[src/rtl/packet_buffer_pkg.sv]
// Shared types and helpers for the lane-split packet buffer and its egress merger.
package packet_buffer_pkg;

  typedef enum logic {
    IDLE = 1'b0,
    XFER = 1'b1
  } merger_state_t;

  localparam int BYTE_WIDTH = 8;

  // Bit offset of byte slot k in a word of the given width; slot 0 is the MSB byte.
  function automatic int byte_slot_lo(input int k, input int width);
    return width - BYTE_WIDTH * (k + 1);
  endfunction

endpackage

[src/rtl/rr_arbiter.sv]
// Combinational round-robin arbiter: grants the first requester at or after ptr, wrapping.
module rr_arbiter #(
  parameter int NUM_LANES = 8
) (
  input  logic [NUM_LANES-1:0]         req,
  input  logic [$clog2(NUM_LANES)-1:0] ptr,
  output logic [NUM_LANES-1:0]         grant,
  output logic [$clog2(NUM_LANES)-1:0] grant_idx,
  output logic                         grant_valid
);

  localparam int LANE_IDX_WIDTH = $clog2(NUM_LANES);

  always_comb begin
    grant       = '0;
    grant_idx   = '0;
    grant_valid = 1'b0;
    // Outer loop walks priority order starting at ptr; inner loop maps it to a lane.
    for (int i = 0; i < NUM_LANES; i++) begin
      for (int l = 0; l < NUM_LANES; l++) begin
        if (!grant_valid && req[l] && (((int'(ptr) + i) % NUM_LANES) == l)) begin
          grant_valid = 1'b1;
          grant[l]    = 1'b1;
          grant_idx   = LANE_IDX_WIDTH'(l);
        end
      end
    end
  end

endmodule

[src/rtl/packet_merger.sv]
// Merges byte-wide per-lane packet streams into one AXI4-Stream master,
// one whole packet at a time, with round-robin lane selection.
module packet_merger
  import packet_buffer_pkg::*;
#(
  parameter int AXI_WIDTH   = 64,
  parameter int NUM_LANES   = 8,
  parameter int COUNT_WIDTH = 32
) (
  input  logic                        clk_i,
  input  logic                        rst_i,
  input  logic [BYTE_WIDTH-1:0]       lane_tdata_i [NUM_LANES],
  input  logic [NUM_LANES-1:0]        lane_tvalid_i,
  input  logic [NUM_LANES-1:0]        lane_tlast_i,
  output logic [NUM_LANES-1:0]        lane_tready_o,
  output logic [AXI_WIDTH-1:0]        tdata_o,
  output logic [AXI_WIDTH/8-1:0]      tkeep_o,
  output logic                        tvalid_o,
  input  logic                        tready_i,
  output logic                        tlast_o,
  output logic [COUNT_WIDTH-1:0]      pkt_count_o,
  output logic                        state_o
);

  // Handshakes: a transfer happens on a rising clk edge where valid && ready;
  // valid never waits on ready, and a held beat stays stable until taken.

  localparam int BYTES          = AXI_WIDTH / BYTE_WIDTH;
  localparam int LANE_IDX_WIDTH = $clog2(NUM_LANES);
  localparam int SLOT_WIDTH     = (BYTES > 1) ? $clog2(BYTES) : 1;
  localparam logic [SLOT_WIDTH-1:0]     LAST_SLOT = SLOT_WIDTH'(BYTES - 1);
  localparam logic [LANE_IDX_WIDTH-1:0] LAST_LANE = LANE_IDX_WIDTH'(NUM_LANES - 1);

  merger_state_t state_q, state_d;

  logic [LANE_IDX_WIDTH-1:0] grant_idx_q;
  logic [LANE_IDX_WIDTH-1:0] rr_ptr_q;
  logic [LANE_IDX_WIDTH-1:0] arb_idx;
  logic [NUM_LANES-1:0]      arb_grant;
  logic                      arb_valid;

  logic [AXI_WIDTH-1:0]   acc_data_q;
  logic [BYTES-1:0]       acc_keep_q;
  logic [SLOT_WIDTH-1:0]  slot_q;

  logic [AXI_WIDTH-1:0]   tdata_q;
  logic [BYTES-1:0]       tkeep_q;
  logic                   tlast_q;
  logic                   tvalid_q;
  logic [COUNT_WIDTH-1:0] pkt_count_q;

  logic [BYTE_WIDTH-1:0]  in_byte;
  logic                   in_valid;
  logic                   in_last;
  logic                   flush;
  logic                   out_free;
  logic                   accept;
  logic [AXI_WIDTH-1:0]   merged_data;
  logic [BYTES-1:0]       merged_keep;

  rr_arbiter #(
    .NUM_LANES (NUM_LANES)
  ) u_arb (
    .req         (lane_tvalid_i),
    .ptr         (rr_ptr_q),
    .grant       (arb_grant),
    .grant_idx   (arb_idx),
    .grant_valid (arb_valid)
  );

  always_comb begin
    in_byte  = lane_tdata_i[grant_idx_q];
    in_valid = lane_tvalid_i[grant_idx_q];
    in_last  = lane_tlast_i[grant_idx_q];
    // A flushing byte needs room in the output register; other bytes only touch the accumulator.
    flush    = in_last || (slot_q == LAST_SLOT);
    out_free = !tvalid_q || tready_i;

    lane_tready_o = '0;
    if (state_q == XFER) begin
      lane_tready_o[grant_idx_q] = out_free || !flush;
    end
    accept = (state_q == XFER) && in_valid && (out_free || !flush);

    merged_data = acc_data_q;
    merged_keep = acc_keep_q;
    for (int k = 0; k < BYTES; k++) begin
      if (slot_q == SLOT_WIDTH'(k)) begin
        merged_data[byte_slot_lo(k, AXI_WIDTH) +: BYTE_WIDTH] = in_byte;
        merged_keep[BYTES-1-k] = 1'b1;
      end
    end

    state_d = state_q;
    case (state_q)
      IDLE: if (arb_valid) state_d = XFER;
      XFER: if (accept && in_last) state_d = IDLE;
      default: state_d = IDLE;
    endcase
  end

  always_ff @(posedge clk_i or posedge rst_i) begin
    if (rst_i) begin
      state_q     <= IDLE;
      grant_idx_q <= '0;
      rr_ptr_q    <= '0;
      acc_data_q  <= '0;
      acc_keep_q  <= '0;
      slot_q      <= '0;
      tdata_q     <= '0;
      tkeep_q     <= '0;
      tlast_q     <= 1'b0;
      tvalid_q    <= 1'b0;
      pkt_count_q <= '0;
    end else begin
      state_q <= state_d;
      if (state_q == IDLE && arb_valid) begin
        grant_idx_q <= arb_idx;
      end
      if (accept && in_last) begin
        rr_ptr_q <= (grant_idx_q == LAST_LANE) ? '0 : grant_idx_q + LANE_IDX_WIDTH'(1);
      end

      if (tvalid_q && tready_i) begin
        tvalid_q <= 1'b0;
        if (tlast_q) pkt_count_q <= pkt_count_q + COUNT_WIDTH'(1);
      end

      if (accept) begin
        if (flush) begin
          tdata_q    <= merged_data;
          tkeep_q    <= merged_keep;
          tlast_q    <= in_last;
          tvalid_q   <= 1'b1;
          acc_data_q <= '0;
          acc_keep_q <= '0;
          slot_q     <= '0;
        end else begin
          acc_data_q <= merged_data;
          acc_keep_q <= merged_keep;
          slot_q     <= slot_q + SLOT_WIDTH'(1);
        end
      end
    end
  end

  assign tdata_o     = tdata_q;
  assign tkeep_o     = tkeep_q;
  assign tlast_o     = tlast_q;
  assign tvalid_o    = tvalid_q;
  assign pkt_count_o = pkt_count_q;
  assign state_o     = state_q;

endmodule
[config.mk]
export PLATFORM = sky130hd
export DESIGN_NAME = packet_merger
export DESIGN_NICKNAME = d
export VERILOG_FILES = /design/src/rtl/packet_buffer_pkg.sv /design/src/rtl/rr_arbiter.sv /design/src/rtl/packet_merger.sv
export SDC_FILE = /design/constraint.sdc
export NUM_CORES = 1
export LEC_CHECK = 0
export CORE_MARGIN = 3
export CORE_UTILIZATION = 37
export DETAILED_ROUTE_END_ITERATION = 8
export PLACE_DENSITY = 0.64
export REMOVE_ABC_BUFFERS = 1
export SLEW_MARGIN = 10
export SYNTH_ARGS = -nofsm -noshare
export SYNTH_HDL_FRONTEND = slang
export SYNTH_SLANG_ARGS = --single-unit
[constraint.sdc]
create_clock -name clk_i -period 8.65 [get_ports clk_i]
set_input_delay 1.2975 -clock clk_i [delete_from_list [all_inputs] [get_ports clk_i]]
set_output_delay 1.2975 -clock clk_i [all_outputs]
set_load 0.01 [all_outputs]
Yosys cells after proc, flatten, opt, wreduce, memory -nomap -nowiden
Index checks and enable logic that the tools add are counted.
{ "op_classes": {"n_addsub": 10, "n_lt_le_gt_ge": 3, "eq_ne": 64, "mux": 163, "n_bitwise": 10, "reduce_logical": 219} }
{ "op_table": {"columns": ["op", "n"], "rows": [
  ["$logic_not A32 Y1", 8],
  ["$mux W3", 62],
  ["$logic_and A1 B1 Y1", 133],
  ["$eq A4 B4 Y1 const B", 28],
  ["$mux W8", 12],
  ["$mux W1", 81],
  ["$logic_not A1 Y1", 65],
  ["$mux W64", 1],
  ["$eq A4 B3 Y1 const B", 14],
  ["$add A32 B1 Y32 const B", 1],
  ["$eq A4 B2 Y1 const B", 7],
  ["$eq A3 B3 Y1 const B", 9],
  ["$bmux W8 S3", 1],
  ["$reduce_or A3 Y1", 7],
  ["$add A3 B3 Y3 const B", 4],
  ["$eq A3 B2 Y1 const B", 4],
  ["$add A3 B1 Y3 const B", 3],
  ["$and A8 B8 Y8", 1],
  ["$and A1 B1 Y1 const A", 7],
  ["$add A3 B2 Y3 const B", 2],
  ["$bmux W1 S3", 2],
  ["$eq A3 B1 Y1 const B", 2],
  ["$ge A4 B4 Y1 const B", 1],
  ["$lt A3 B4 Y1 const B", 1],
  ["9 further kinds", 13]
]} }
{ "word_totals": {"ff_bits": 188, "input_bits": 83, "output_inout_bits": 115, "elab_cells": 480} }

Logic depth before layout (Yosys ltp)
Gate-level depths: netlist of the first run.
{ "depth": {"word_depth": 257, "depth_mapped": 15, "mapped_depth_nobuf": 11} }

Modules after synthesis
From an unflattened synthesis of the first run, not the netlist that was laid out.
{ "hier_totals": {"hier_cells": 1083, "hier_area_um2": 10660.2} }
{ "by_module_without_submodules": {"columns": ["module", "n_inst", "cells_per_inst", "area_per_inst_um2", "seq_area_each_um2"], "rows": [
  ["packet_merger", 1, 856, 9206.3, 4704.5],
  ["rr_arbiter", 1, 227, 1453.9, 0.0]
]} }

Worst setup path before layout of the first run
OpenSTA, ideal clock, no wires.
{ "synth_timing": {"kind": "input port to output port", "start": "input lane_tlast_i[6]", "end": "output lane_tready_o[3]", "arrival_ns": 2.687, "required_time_ns": 7.352, "setup_slack_ns": 4.665, "cell_stages": 6, "path_buffers": 0, "path_cell_list": "mux2_1 > a221o_1 > o2bb2ai_1 > nor2_4 > o211ai_1 > nor3b_1"} }
{ "synth_between": {"elab_chain_cells": 7} }
{ "synth_rtl": {"columns": ["item", "line", "text"], "rows": [
  ["start: declaration", "packet_merger.sv:14", "input logic [NUM_LANES-1:0] lane_tlast_i,"],
  ["$bmux W1 S3", "packet_merger.sv:74", "in_last = lane_tlast_i[grant_idx_q];"],
  ["$mux W1 (implied by the code)", "packet_merger.sv:74", null],
  ["$logic_or A1 B1 Y1", "packet_merger.sv:76", "flush = in_last || (slot_q == LAST_SLOT);"],
  ["$logic_not A1 Y1", "packet_merger.sv:81", "lane_tready_o[grant_idx_q] = out_free || !flush;"],
  ["$logic_or A1 B1 Y1", "packet_merger.sv:81", null],
  ["$and A8 B8 Y8 (no line)", null, null],
  ["$mux W8", "packet_merger.sv:80", "if (state_q == XFER) begin"],
  ["end: declaration", "packet_merger.sv:15", "output logic [NUM_LANES-1:0] lane_tready_o,"]
]} }
Every way passes these cells. The select of a mux whose other input is x is not followed.

Worst setup path in the final report of the first run
Ends and elaborated chain as after synthesis.

==> summary.md, run 1 <==
| Metric | Value |
|---|---|
| Finished Cell Area | `0.0127 sq mm` |
| Placed insts | `1603` |
| H-tree levels | `4` |
| VDD IR-drop max | `181 uV` |
| TritonCTS clock tree | `done` |
| Clock sink count | `188` |
| Final min period | `5.06 ns` |
| Crit path launch type | `input pin` |
| Via count | `8694` |
| Maximum fanout along the worst path | `7` |
| Worst Tran Pin Value | `1.13 ns` |
| Vias in the first global route | `8490` |
| Final setup TNS | `0 ns` |
| Share of layout cells above drive strength 1 | `6.23%` |
| Die ar. | `0.0288 sq mm` |
| Status | `complete, no violations` |
| I/O Buffers | `197` |
| Pwr Density | `335 mW/mm^2` |
| DP Worst Slack | `3.58 ns` |
| Area of the core | `0.0262 sq mm` |
| Hold WC Path Type | `reg -> reg` |
| Final worst path period share | `58.5%` |
| Post-route DRC | `0` |
| Total GRT Usage | `20.2%` |
| YS warnings | `0` |
| Slew margin rel. | `24.3%` |
| Final core occ | `48.4%` |
| #FFs+latches synth | `188` |
| Total congestion overflow | `0` |
| FILL cells | `2525` |
| Synth cell types | `84` |
| Final Hold Viols | `0` |
| Synthesized instance count | `1130` |
| Crit path largest cell delay | `0.58 ns` |
| Area growth syn-to-layout | `28.0%` |
| Die X | `170 microns` |
| Post-CTS resize count | `0` |
| Final setup fails | `0` |
| Ys flop type | `dfrtp_1` |
| I/O pins | `198` |
| # hold bufs at CTS | `0` |
| 1st-iter DRT viols | `754` |
| Rows | `59` |
| EDFF count, synth | `0` |
| Final hold slack | `0.476 ns` |
| Mapped Area | `0.00992 sq mm` |
| Slowest cell on the critical path | `clkdlybuf4s50_1` |
| Post-layout nets | `1382` |
| Largest net degree at the start of global routing | `111` |
| Clk buf depth | `2` |
| Unrepaired setup endpoints after global routing | `no` |
| FF+latch area | `0.00470 sq mm` |
| Dpl cell area | `0.0121 sq mm` |
| Register-to-Register Path Depth | `11` |
| Post-DP HPWL | `20200 microns` |
| CP Capture Type | `output pin` |
| Slew Limit Fails | `0` |
| Antenna violations before repair | `0` |
| Setup CP Type | `in -> out` |
| First-pass GRT wire length | `46800 microns` |
| Clock slew at reported path FFs | `0.07 ns` |
| Die Y | `170 microns` |
| Async SR Flop Fraction | `100%` |
| Antenna viol nets, final | `0` |
| Later-pin clock latency in the skew report | `0.44 ns` |
| Setup Buffers After CTS | `0` |
| Data required time of the worst path | `7.35 ns` |
| CP most frequent cell | `clkdlybuf4s50_1` |
| Diodes inserted | `0` |
| Total of max-cap violations | `0` |
| Register area share after synthesis | `47.4%` |
| Drt total wl | `28600 microns` |
| Root buf cell | `clkbuf_16` |
| Multi-input gate area | `0.00478 sq mm` |
| Max Fclk | `198 MHz` |
| Clock buffer count from CTS | `17` |
| Non-filler instance count after layout | `1635` |
| Leak | `5.27 nW` |
| Worst-path cell chain | `clkdlybuf4s50_1, mux2_1, a221o_1, o2bb2ai_1, nor2_4, o211ai_1, nor3b_1, clkdlybuf4s50_1` |
| Drt pass-1 iters | `5` |
| Starting density of the core | `37.8%` |
| Mean area per synthesized cell | `8.78 sq um` |
| Wirelength per Cell | `17.5 microns` |
| Routed vias/inst | `5.32` |
| GP Congestion | `0.887` |
| Critical Path AT | `3.76 ns` |
| Hold depth | `2` |
| Power, Total | `4.25 mW` |
| Final worst slack | `3.59 ns` |
| Skew final | `0.0174 ns` |
## cell usage in the layout (no fill, tap or decap), drive strengths merged, types with 23 or more instances in the layout
| cell type | synthesis | routed |
|---|---|---|
| nand2 | 264 | 264 |
| nand3 | 26 | 26 |
| a21oi | 36 | 36 |
| inv | 18 | 26 |
| xnor2 | 23 | 23 |
| mux2i | 28 | 28 |
| dfrtp | 188 | 188 |
| o21ai | 221 | 221 |
| clkdlybuf4s50 | 0 | 197 |
| nor2 | 55 | 55 |
## registers in the layout, indices dropped and copies added (netlist names), 3 cells and up
register     cells
acc_data_q      64
acc_keep_q       8
grant_idx_q      3
pkt_count_o     32
rr_ptr_q         3
slot_q           3
tdata_o         64
tkeep_o          8
## critical path: cells and delay by family
family | cells | cell delay, ns
buf+inv | 2 | 0.97
simple gates | 2 | 0.47
mux | 1 | 0.30
compound gates | 3 | 0.72
## cell usage after synthesis (all sizes together), types with 16 or more instances
cell / instances / area [sq um]
nand3: 26 / 135
xnor2: 23 / 201
nand2: 264 / 991
inv: 18 / 67.6
buf: 33 / 210
clkbuf: 41 / 154
o21ai: 221 / 1110
nor2: 55 / 216
mux2i: 28 / 280
nor3: 16 / 90.1
dfrtp: 188 / 4700
a21oi: 36 / 180
## report_power, final
group	switching (mW)	internal (mW)
Sequential	0.144	1.09
Clock	0.400	0.398
Combinational	1.41	0.801
## per-layer routing
metal / vias up / global-route usage, % / wire (microns)
li1: 4247 / - / -
met1: 4081 / 28.4 / 13200
met2: 323 / 32.6 / 13300
met3: 43 / 3.17 / 1620
met4: 0 / 5.48 / 519
met5: - / 0 / 0
## cell type report
cell class	instances	area share, %
Clock buffer	17	3.35
Clock inverter	15	1.50
Inverter	20	0.651
Multi-Input combinational cell	848	37.7
Sequential cell	188	37.1
Tap cell	335	3.30
Timing Repair Buffer	212	16.4
## worst paths after layout
| check | start | end | slack, ns |
|---|---|---|---|
| max | lane_tlast_i[6] | lane_tready_o[3] | 3.59 |
| min | acc_data_q[35] | acc_data_q[35] | 0.48 |
| max reg2reg | rr_ptr_q[1] | grant_idx_q[0] | 4.26 |
| min reg2reg | acc_data_q[35] | acc_data_q[35] | 0.48 |
| max in group asynchronous | rst_i | state_o | 5.73 |
| min in group asynchronous | rst_i | acc_data_q[0] | 1.42 |
## cells by family after synthesis
kind of cell	synth area share, %
muxes	4.23
AOI/OAI and AO/OA	19.6
buffers and inverters	4.43
xor gates and xnor gates	2.74
adders and majority gates	1.51
and+or+nand+nor	20.0
DFF	47.4
Power figures use the tool's default switching activity.
==> run 2, diff against run 1 <==
- clock period: 8.65 -> 4.9 ns (I/O delays scaled with it)
==> run 2 against run 1 <==
  * Worst hold slack worse by 0.0011 ns
  * Routed wire length up 0.51%
  * Highest routed layer unchanged
  * Flip-flop and latch count unchanged
  * Critical path type is now reg -> out
  * First-iteration DRC count up 3.3%
==> summary.md, run 2 (synthesis gave the netlist of run 1 again) <==
| Metric | Value |
|---|---|
| Status | `complete, no violations (unchanged)` |
| Slew margin rel. | `28.6% (was 24.3%)` |
| Antenna violations before repair | `0 (unchanged)` |
| Psw | `3.45 mW (was 1.96 mW)` |
| Most frequent cells in the layout | `263 x nand2_1, 197 x clkdlybuf4s50_1, 188 x dfrtp_1 (unchanged)` |
| Via count | `8715 (was 8694)` |
| Slowest cell on the critical path | `dfrtp_1 (was clkdlybuf4s50_1)` |
| CP most frequent cell | `o211ai_1 (was clkdlybuf4s50_1)` |
| Sw Share | `45.8% (was 46.1%)` |
| Clock sink count | `188 (unchanged)` |
| Worst path depth | `8 (unchanged)` |
| Later-pin clock latency in the skew report | `0.44 ns (about the same)` |
| Post-layout nets | `1391 (was 1382)` |
| Vias in the first global route | `8540 (was 8490)` |
| Max Fclk | `249 MHz` |
| Unrepaired setup endpoints after global routing | `no (unchanged)` |
| Pwr Density | `591 mW/mm^2 (was 335 mW/mm^2)` |
| Final worst slack | `0.883 ns (was 3.59 ns)` |
| Wirelength per Cell | `17.5 microns (about the same)` |
| Busiest grt layer | `met2 (unchanged)` |
| Dpl cell area | `0.0122 sq mm (was 0.0121 sq mm)` |
| # hold bufs at CTS | `0 (unchanged)` |
| DP Worst Slack | `0.992 ns (was 3.58 ns)` |
| Drt pass-1 iters | `5 (unchanged)` |
| Antenna viol nets, final | `0 (unchanged)` |
| Setup CP Type | `reg -> out (was in -> out)` |
| Post-route DRC | `0 (unchanged)` |
| Area of the core | `0.0262 sq mm (unchanged)` |
| Register-to-Register Path Depth | `9 (was 11)` |
| Diodes inserted | `0 (unchanged)` |
| GP Congestion | `0.925 (was 0.887)` |
| Area growth syn-to-layout | `28.6% (was 28.0%)` |
| H-tree levels | `4 (unchanged)` |
| Post-CTS resize count | `0 (unchanged)` |
| Register share of total power | `29.0% (about the same)` |
| 1st-iter DRT viols | `779 (was 754)` |
| CP Capture Type | `output pin (unchanged)` |
| TritonCTS clock tree | `done (unchanged)` |
| CP delay by family, top | `buffers and inverters (unchanged)` |
| Drt total wl | `28800 microns (was 28600 microns)` |
| Critical path buffers and inverters | `2 (unchanged)` |
| Die X | `170 microns (unchanged)` |
| Final setup fails | `0 (unchanged)` |
| Rows | `59 (unchanged)` |
| Largest net degree at the start of global routing | `158 (was 111)` |
| Met1 usage | `27.2% (was 28.4%)` |
| Combinational power share | `52.8% (was 52.2%)` |
| Clk buf depth | `2 (unchanged)` |
| Root buf cell | `clkbuf_16 (unchanged)` |
| Total congestion overflow | `0 (unchanged)` |
| Maximum fanout along the worst path | `26 (was 7)` |
| Critical Path AT | `3.28 ns (was 3.76 ns)` |
| Hold depth | `2 (unchanged)` |
| Die Y | `170 microns (unchanged)` |
| Clock slew at reported path FFs | `0.07 ns (about the same)` |
| Worst-path cell chain | `buf_4, mux2i_1, o211ai_1, o2bb2ai_1, nor2_4, o211ai_1, nor3b_1, clkdlybuf4s50_1 (was clkdlybuf4s50_1, mux2_1, a221o_1, o2bb2ai_1, nor2_4, o211ai_1, nor3b_1, clkdlybuf4s50_1)` |
| Clock power frac | `18.2% (was 18.8%)` |
| Final worst path period share | `82.0%` |
| Finished Cell Area | `0.0127 sq mm (about the same)` |
| Met3 Use GR | `4.01% (was 3.17%)` |
| Crit path launch type | `register (was input pin)` |
| Power, Total | `7.54 mW (was 4.25 mW)` |
| Commonest non-fill, non-tap cell in the layout | `nand2_1 (unchanged)` |
| Hold WC Path Type | `reg -> reg (unchanged)` |
| I/O pins | `198 (unchanged)` |
| Final Hold Viols | `0 (unchanged)` |
| Die ar. | `0.0288 sq mm (unchanged)` |
| Clock buffer count from CTS | `17 (unchanged)` |
| I/O Buffers | `197 (unchanged)` |
| Internal Pwr Total | `4.08 mW (was 2.29 mW)` |
| Starting density of the core | `37.8% (unchanged)` |
| Met2 usage | `32.3% (was 32.6%)` |
| Worst Tran Pin Value | `1.07 ns (was 1.13 ns)` |
| Final core occ | `48.6% (was 48.4%)` |
| VDD IR-drop max | `412 uV (was 181 uV)` |
| Post-DP HPWL | `20600 microns (was 20200 microns)` |
| Total GRT Usage | `20.1% (was 20.2%)` |
| Share of layout cells above drive strength 1 | `6.80% (was 6.23%)` |
| Slew Limit Fails | `0 (unchanged)` |
| Skew final | `0.0145 ns (was 0.0174 ns)` |
| Total of max-cap violations | `0 (unchanged)` |
| Routed vias/inst | `5.30 (was 5.32)` |
| Crit path largest cell delay | `0.63 ns (was 0.58 ns)` |
| Data required time of the worst path | `4.16 ns (was 7.35 ns)` |
| First-pass GRT wire length | `46200 microns (was 46800 microns)` |
| Leak | `5.32 nW (was 5.27 nW)` |
| Setup Buffers After CTS | `0 (unchanged)` |
| Final min period | `4.02 ns` |
[run 2: cell count changes in the layout (fill, tap and decap cells not counted)]
| cell | delta |
|---|---|
| buf_4 | +8 |
| clkinvlp_4 | -1 |
| clkbuf_1 | +1 |
| inv_8 | -1 |
| inv_12 | -2 |
| inv_6 | +3 |
| buf_12 | +1 |
[run 2: power groups by stage]
stage                     clock network (mW)  registers [mW]  logic [mW]
after floorplan                            0            2.39        2.08
after global placement                     0            2.21        3.97
after detailed placement                   0            2.22        3.96
after CTS                               1.40            2.19        3.97
after global routing                    1.46            2.24        4.40
final                                   1.38            2.19        3.98
[run 2: through the flow]
| step | instances | hold slack (ns) | setup TNS [ns] |
|---|---|---|---|
| floorplan | 1056 | 0.445 | -178.58 |
| global placement | 1612 | 0.456 | 0 |
| detailed placement | 1612 | 0.465 | 0 |
| CTS | 1644 | 0.481 | 0 |
| global route | 1644 | 0.494 | 0 |
| finish | 1644 | 0.475 | 0 |
[run 2: path summary, 6_finish.rpt]
kind | start | to | slack, ns
worst max-delay path | grant_idx_q[1] | lane_tready_o[3] | 0.88
worst min-delay path | acc_data_q[32] | acc_data_q[32] | 0.47
worst max register to register | grant_idx_q[1] | tdata_o[33] | 1.59
worst min register to register | acc_data_q[32] | acc_data_q[32] | 0.47
max in group asynchronous | rst_i | pkt_count_o[12] | 2.94
min in group asynchronous | rst_i | tdata_o[34] | 0.95
[run 2: cell type report]
type	instances	area, sq um
clock buffer	18	429
clock inverter	14	165
fill	2503	13500
inverter	20	82.6
multi-input combinational	848	4780
sequential	188	4700
tap	335	419
timing repair buffer	221	2160
[run 2: tightest hold or removal path: stages, from the launching register on]
cell     delay [ns]
dfrtp_1        0.34
nand2_1        0.05
o21ai_0        0.06
[run 2: per-layer routing]
metal	part of all wire (%)	vias up
li1	-	4271
met1	46	4127
met2	46	281
met3	5.6	36
met4	2.1	0
met5	0	-
